### config.mk
export PLATFORM = sky130hd
export DESIGN_NAME = logic_unit_bus_ctrl
export DESIGN_NICKNAME = d
export VERILOG_FILES = /design/src/rtl/logic_unit_pkg.sv /design/src/rtl/logic_unit_bus_ctrl_word_shift_reg.sv /design/src/rtl/logic_unit_bus_ctrl.sv
export SDC_FILE = /design/constraint.sdc
export NUM_CORES = 1
export LEC_CHECK = 0
export BUFFER_PORTS_ARGS = -buffer_cell sky130_fd_sc_hd__buf_4
export CAP_MARGIN = 15
export CORE_UTILIZATION = 45
export CTS_CLUSTER_SIZE = 10
export DETAILED_ROUTE_END_ITERATION = 8
export GPL_TIMING_DRIVEN = 0
export PLACE_DENSITY = 0.71
export SLEW_MARGIN = 10
export SYNTH_ARGS = -nofsm -noshare
export SYNTH_HDL_FRONTEND = slang
export SYNTH_HIERARCHICAL = 1
export SYNTH_SLANG_ARGS = --single-unit
### constraint.sdc
create_clock -name clk -period 2.7 [get_ports clk]
set_clock_uncertainty 0.2 [all_clocks]
set_input_delay 0.27 -clock clk [delete_from_list [all_inputs] [get_ports clk]]
set_output_delay 0.27 -clock clk [all_outputs]
set_load 0.005 [all_outputs]
### src/rtl/logic_unit_pkg.sv
// Shared opcode values, controller state encoding and state-selection helpers
// for the logic-unit bus controller.
package logic_unit_pkg;

    localparam logic [2:0] OP_AND   = 3'd0;
    localparam logic [2:0] OP_NAND  = 3'd1;
    localparam logic [2:0] OP_OR    = 3'd2;
    localparam logic [2:0] OP_NOR   = 3'd3;
    localparam logic [2:0] OP_XOR   = 3'd4;
    localparam logic [2:0] OP_XNOR  = 3'd5;
    localparam logic [2:0] OP_NOT_A = 3'd6;
    localparam logic [2:0] OP_NOT_B = 3'd7;

    typedef enum logic [2:0] {
        ST_IDLE,
        ST_LOAD_A,
        ST_LOAD_B,
        ST_EXEC,
        ST_UNLOAD
    } state_t;

    // NOT_B never looks at A, so operand A is skipped and left at zero.
    function automatic state_t first_load_state(input logic [2:0] op);
        return (op == OP_NOT_B) ? ST_LOAD_B : ST_LOAD_A;
    endfunction

    // NOT_A never looks at B, so operand B is skipped and left at zero.
    function automatic state_t after_load_a_state(input logic [2:0] op);
        return (op == OP_NOT_A) ? ST_EXEC : ST_LOAD_B;
    endfunction

endpackage

### src/rtl/logic_unit_bus_ctrl_word_shift_reg.sv
// Full-width word register that assembles BUS_W beats (LS beat first), can be
// cleared or parallel-loaded, and shifts out toward the LS end with zero fill.
module word_shift_reg #(
    parameter int DATA_W = 64,
    parameter int BUS_W  = 16
) (
    input  logic              clk,
    input  logic              rst_n,
    input  logic              clear_i,
    input  logic              load_i,
    input  logic [DATA_W-1:0] load_data_i,
    input  logic              shift_in_i,
    input  logic [BUS_W-1:0]  beat_i,
    input  logic              shift_out_i,
    output logic [DATA_W-1:0] word_o
);

    logic [DATA_W-1:0] word_q;
    logic [DATA_W-1:0] word_d;

    // Priority: clear beats load, load beats either shift.
    always_comb begin
        word_d = word_q;
        if (clear_i) begin
            word_d = '0;
        end else if (load_i) begin
            word_d = load_data_i;
        end else if (shift_in_i) begin
            word_d = {beat_i, word_q[DATA_W-1:BUS_W]};
        end else if (shift_out_i) begin
            word_d = {{BUS_W{1'b0}}, word_q[DATA_W-1:BUS_W]};
        end
    end

    // NOTE: state is written with non-blocking assignments so every register
    // samples pre-edge values regardless of process evaluation order.
    always_ff @(posedge clk or negedge rst_n) begin
        if (!rst_n) begin
            word_q <= '0;
        end else begin
            word_q <= word_d;
        end
    end

    assign word_o = word_q;

endmodule

### src/rtl/logic_unit_bus_ctrl.sv
// Bus-side controller for the 64-bit logic unit: streams in opcode and operands,
// runs the external logic unit for one cycle, then streams the result back out.
module logic_unit_bus_ctrl
    import logic_unit_pkg::*;
#(
    parameter int DATA_W = 64,
    parameter int BUS_W  = 16
) (
    input  logic              clk,
    input  logic              rst_n,
    input  logic              cmd_valid,
    output logic              cmd_ready,
    input  logic [2:0]        cmd_op,
    input  logic              in_valid,
    output logic              in_ready,
    input  logic [BUS_W-1:0]  in_data,
    output logic              out_valid,
    input  logic              out_ready,
    output logic [BUS_W-1:0]  out_data,
    output logic              out_last,
    output logic              flag_zero,
    output logic              flag_ones,
    output logic              busy,
    output logic [DATA_W-1:0] lu_in_0,
    output logic [DATA_W-1:0] lu_in_1,
    output logic [2:0]        lu_sel,
    input  logic [DATA_W-1:0] lu_out
);

    localparam int BEATS = DATA_W / BUS_W;
    localparam int CNT_W = (BEATS > 1) ? $clog2(BEATS) : 1;
    localparam logic [CNT_W-1:0] LAST_BEAT = CNT_W'(BEATS - 1);

    state_t           state_q, state_d;
    logic [2:0]       op_q, op_d;
    logic [CNT_W-1:0] cnt_q, cnt_d;
    logic             flag_zero_q, flag_zero_d;
    logic             flag_ones_q, flag_ones_d;

    logic              clear_ops;
    logic              shift_a;
    logic              shift_b;
    logic              load_res;
    logic              shift_res;
    logic [DATA_W-1:0] a_word;
    logic [DATA_W-1:0] b_word;
    logic [DATA_W-1:0] res_word;

    // NOTE: every signal written here gets a default first, so no path can
    // leave one unassigned and infer a latch.
    always_comb begin
        state_d     = state_q;
        op_d        = op_q;
        cnt_d       = cnt_q;
        flag_zero_d = flag_zero_q;
        flag_ones_d = flag_ones_q;
        cmd_ready   = 1'b0;
        in_ready    = 1'b0;
        out_valid   = 1'b0;
        out_last    = 1'b0;
        clear_ops   = 1'b0;
        shift_a     = 1'b0;
        shift_b     = 1'b0;
        load_res    = 1'b0;
        shift_res   = 1'b0;

        unique case (state_q)
            ST_IDLE: begin
                cmd_ready = 1'b1;
                if (cmd_valid) begin
                    op_d        = cmd_op;
                    clear_ops   = 1'b1;
                    flag_zero_d = 1'b0;
                    flag_ones_d = 1'b0;
                    cnt_d       = '0;
                    state_d     = first_load_state(cmd_op);
                end
            end
            ST_LOAD_A: begin
                in_ready = 1'b1;
                if (in_valid) begin
                    shift_a = 1'b1;
                    if (cnt_q == LAST_BEAT) begin
                        cnt_d   = '0;
                        state_d = after_load_a_state(op_q);
                    end else begin
                        cnt_d = cnt_q + CNT_W'(1);
                    end
                end
            end
            ST_LOAD_B: begin
                in_ready = 1'b1;
                if (in_valid) begin
                    shift_b = 1'b1;
                    if (cnt_q == LAST_BEAT) begin
                        cnt_d   = '0;
                        state_d = ST_EXEC;
                    end else begin
                        cnt_d = cnt_q + CNT_W'(1);
                    end
                end
            end
            ST_EXEC: begin
                // Flags come straight from lu_out so they are valid the cycle
                // the result register is loaded.
                load_res    = 1'b1;
                flag_zero_d = (lu_out == '0);
                flag_ones_d = (lu_out == '1);
                cnt_d       = '0;
                state_d     = ST_UNLOAD;
            end
            ST_UNLOAD: begin
                out_valid = 1'b1;
                out_last  = (cnt_q == LAST_BEAT);
                if (out_ready) begin
                    shift_res = 1'b1;
                    if (cnt_q == LAST_BEAT) begin
                        cnt_d   = '0;
                        state_d = ST_IDLE;
                    end else begin
                        cnt_d = cnt_q + CNT_W'(1);
                    end
                end
            end
            default: begin
                state_d = ST_IDLE;
            end
        endcase
    end

    always_ff @(posedge clk or negedge rst_n) begin
        if (!rst_n) begin
            state_q     <= ST_IDLE;
            op_q        <= '0;
            cnt_q       <= '0;
            flag_zero_q <= 1'b0;
            flag_ones_q <= 1'b0;
        end else begin
            state_q     <= state_d;
            op_q        <= op_d;
            cnt_q       <= cnt_d;
            flag_zero_q <= flag_zero_d;
            flag_ones_q <= flag_ones_d;
        end
    end

    word_shift_reg #(.DATA_W(DATA_W), .BUS_W(BUS_W)) u_a_reg (
        .clk         (clk),
        .rst_n       (rst_n),
        .clear_i     (clear_ops),
        .load_i      (1'b0),
        .load_data_i ('0),
        .shift_in_i  (shift_a),
        .beat_i      (in_data),
        .shift_out_i (1'b0),
        .word_o      (a_word)
    );

    word_shift_reg #(.DATA_W(DATA_W), .BUS_W(BUS_W)) u_b_reg (
        .clk         (clk),
        .rst_n       (rst_n),
        .clear_i     (clear_ops),
        .load_i      (1'b0),
        .load_data_i ('0),
        .shift_in_i  (shift_b),
        .beat_i      (in_data),
        .shift_out_i (1'b0),
        .word_o      (b_word)
    );

    // The result is overwritten in EXEC, so it needs no clear on command accept.
    word_shift_reg #(.DATA_W(DATA_W), .BUS_W(BUS_W)) u_res_reg (
        .clk         (clk),
        .rst_n       (rst_n),
        .clear_i     (1'b0),
        .load_i      (load_res),
        .load_data_i (lu_out),
        .shift_in_i  (1'b0),
        .beat_i      ('0),
        .shift_out_i (shift_res),
        .word_o      (res_word)
    );

    assign busy      = (state_q != ST_IDLE);
    assign out_data  = out_valid ? res_word[BUS_W-1:0] : '0;
    assign flag_zero = flag_zero_q;
    assign flag_ones = flag_ones_q;
    assign lu_in_0   = a_word;
    assign lu_in_1   = b_word;
    assign lu_sel    = op_q;

endmodule

==> impl_metrics.csv <==
group,metric,value,unit
sta,tightestPinTransition,0.573,ns
floorplan,die_x,151,um
place,io_buffer_count,241,
critical_path,crit_fanout,10,
final_layout,n_antenna_cell,0,
drt,vias_per_cell,5.36,
drt,drtIter0Drc,707,
cts,cts_setup_buffers,0,
final_layout,final_common_cell,"buf_4",
place,dp_hpwl,23.3,mm
sta,min_period,2.59,ns
cts,path_clk_slew,0.06,ns
place,dpl.cell_count,1619,
pwr,pwr_density_cell,822,nW/um^2
drt,drt-pass1-iter-count,7,
final_layout,stdcell_area,14300,um^2
critical_path,cp.arrival,2.84,ns
cts,clockBufferDepth,3,
final_layout,nets,1538,
global_routing,grt_start_max_net_pins,82,
place,gp_congestion,0.898,
floorplan,floorplan.rows,54,
place,placed_area,12800,um^2
floorplan,core,21800,um^2
synthesis,synth_edf_count,0,
outcome,outcome,"finished clean",
synthesis,seq_area_frac_synth,50.3,%
drt,final_antenna_net_count,0,
synthesis,synthArstFlopShare,100,%
sta,whs,0.0218,ns
synthesis,ys_ff_latch,202,
job,maxCapViolCount,0,
cts,cts_made_buffers,24,
floorplan,start_util,46.0,%
cts,clkSinkCount,202,
pwr,irDropWorstVdd,0.000394,V
synthesis,synth_area,10000,um^2
cts,clk_latency,0.52,ns
synthesis,syn_inst,945,
critical_path,required,2.95,ns
synthesis,ys.warnings.count,6,
cts,root_buffer,"clkbuf_16",
synthesis,synth_cell_types,36,
sta,finalHoldViolCount,0,
final_layout,final_cell_count_no_fill,1735,
min_path,hold_class,"in -> reg",
floorplan,fp.dieH,151,um
final_layout,drive_above_1_share,24.5,%
sta,slew_violations,0,
floorplan,io_pins,242,
sta,slew_headroom,61.4,%
global_routing,grt_pass1_vias,9014,
drt,wire_per_inst,18.8,um
global_routing,grt_pass1_wl,49.6,mm
global_routing,antenna_found_initial,0,
sta,fin_crit_sh,96.0,%
sta,rsz0062_at_grt,"false",
floorplan,die_area,22900,um^2
critical_path,start_kind,"flop",
drt,remaining_drc_errors,0,
drt,wl,32.6,mm
global_routing,grt_usage,28.2,%
critical_path,worstSetupPathType,"reg -> reg",
pwr,p_leak,0.00719,uW
synthesis,synthFlopType,"dfrtp_1",
final_layout,layout_common_cells,"243 x buf_4, 202 x dfrtp_1, 158 x nand2_1",
synthesis,syn_area_per_cell,10.6,um^2
cts,htree_levels,1,
critical_path,end_kind,"flop",
sta,timing.fmax,386,MHz
drt,vias,9293,
global_routing,overflow,0,
sta,setup_violations,0,
final_layout,area_growth,42.8,%
cts,cts_tree,"yes",
==> cells in the mapped netlist, drive strengths merged (2+ instances only) <==
| cell type | number | area (um^2) |
|---|---|---|
| nor3 | 2 | 10.0 |
| nand2 | 158 | 593 |
| o21ai | 7 | 35.0 |
| a21oi | 5 | 25.0 |
| or3 | 2 | 12.5 |
| a222oi | 45 | 450 |
| nor3b | 3 | 37.5 |
| clkbuf | 18 | 67.6 |
| o22ai | 2 | 26.3 |
| and2 | 2 | 12.5 |
| buf | 68 | 354 |
| mux2i | 144 | 1440 |
| dfrtp | 202 | 5050 |
| nor2 | 8 | 30.0 |
| mux2 | 5 | 56.3 |
| and3b | 3 | 26.3 |
| nor4 | 25 | 201 |
| and3 | 19 | 119 |
| nand4 | 21 | 131 |
| nor2b | 4 | 25.0 |
| o31ai | 144 | 1080 |
| inv | 49 | 184 |
==> area by class of cell <==
cell class	instances	area, um^2
Clock buffer	32	662
Sequential cell	202	5050
Timing Repair Buffer	327	2710
Tap cell	280	350
Fill cell	1751	7480
Multi-Input combinational cell	759	4950
Buffer	86	427
Inverter	49	184
==> flip-flops by register name, indices dropped and copies added, names as in the netlist <==
name / flops
u_a_reg/word_o: 64
u_b_reg/word_o: 64
u_res_reg/word_o: 64
lu_sel: 3
state_q: 3
cnt_q: 2
flag_ones: 1
flag_zero: 1
==> worst paths after layout <==
check | startpoint | to | slack (ns) | cells after the start
max | state_q[0]$_DFFE_PN0P_ | u_res_reg/word_o[55]$_DFFE_PN0P_ | 0.11 | 9
min | lu_out[36] | u_res_reg/word_o[36]$_DFFE_PN0P_ | 0.02 | 3
max reg2reg | state_q[0]$_DFFE_PN0P_ | u_res_reg/word_o[55]$_DFFE_PN0P_ | 0.11 | 9
min reg2reg | u_b_reg/word_o[7]$_DFFE_PN0P_ | u_b_reg/word_o[7]$_DFFE_PN0P_ | 0.27 | 2
max in group asynchronous | rst_n | u_res_reg/word_o[30]$_DFFE_PN0P_ | 1.47 | 3
min in group asynchronous | rst_n | u_b_reg/word_o[9]$_DFFE_PN0P_ | 0.05 | 2
==> metal layers <==
metal	vias to the layer above	share of wire [%]	GRT usage (%)
met5	-	0	0
met4	0	3.3	10.9
met3	74	7.1	3.58
met2	395	50	48.4
met1	4452	40	35.9
li1	4372	-	-
==> where the power goes <==
group          internal (uW)  switching (uW)  leakage [uW]  total, uW
logic                   2110            2130       0.00426       4240
registers               3920             730       0.00261       4650
clock network           1680            1210      0.000322       2890
total                   7700            4080       0.00719      11800
==> cells by family (layout without fill, tap and decap cells) <==
group | after synthesis | after routing | share of synthesized area, %
muxes | 149 | 149 | 14.9
other | 1 | 152 | 0.0373
xor gates and xnor gates | 1 | 1 | 0.0872
buffers and inverters | 135 | 494 | 6.03
adders and majority gates | 1 | 1 | 0.125
DFF | 202 | 202 | 50.3
AOI/OAI and AO/OA | 207 | 207 | 16.4
and+or+nand+nor | 249 | 249 | 12.0
==> critical path, cell delays in order, from the launching register on <==
cell	delay (ns)
dfrtp_1	0.37
buf_2	0.22
nand2_1	0.07
or2_2	0.33
inv_1	0.13
buf_2	0.23
nor2b_1	0.42
buf_2	0.33
a222oi_1	0.14
inv_1	0.08
==> stage by stage <==
stage	setup TNS, ns	power (uW)	setup slack [ns]	util, %
final	0	11800	0.108	65.7
after global routing	0	12400	0.0168	65.7
after CTS	0	11800	0.0309	65.7
after detailed placement	-1.78	8760	-0.0988	58.8
after global placement	-60.06	8630	-0.309	58.5
after floorplan	0	6660	0.411	-
==> repair_timing <==
item | in CTS | in global routing
endpoints found under the setup margin | 30 | 20
gates resized for setup | 3 | 4
hold endpoints to repair | 300 | 0
hold buffers | 84 | 0
cloned | 0 | 0
Power figures use the tool's default switching activity.
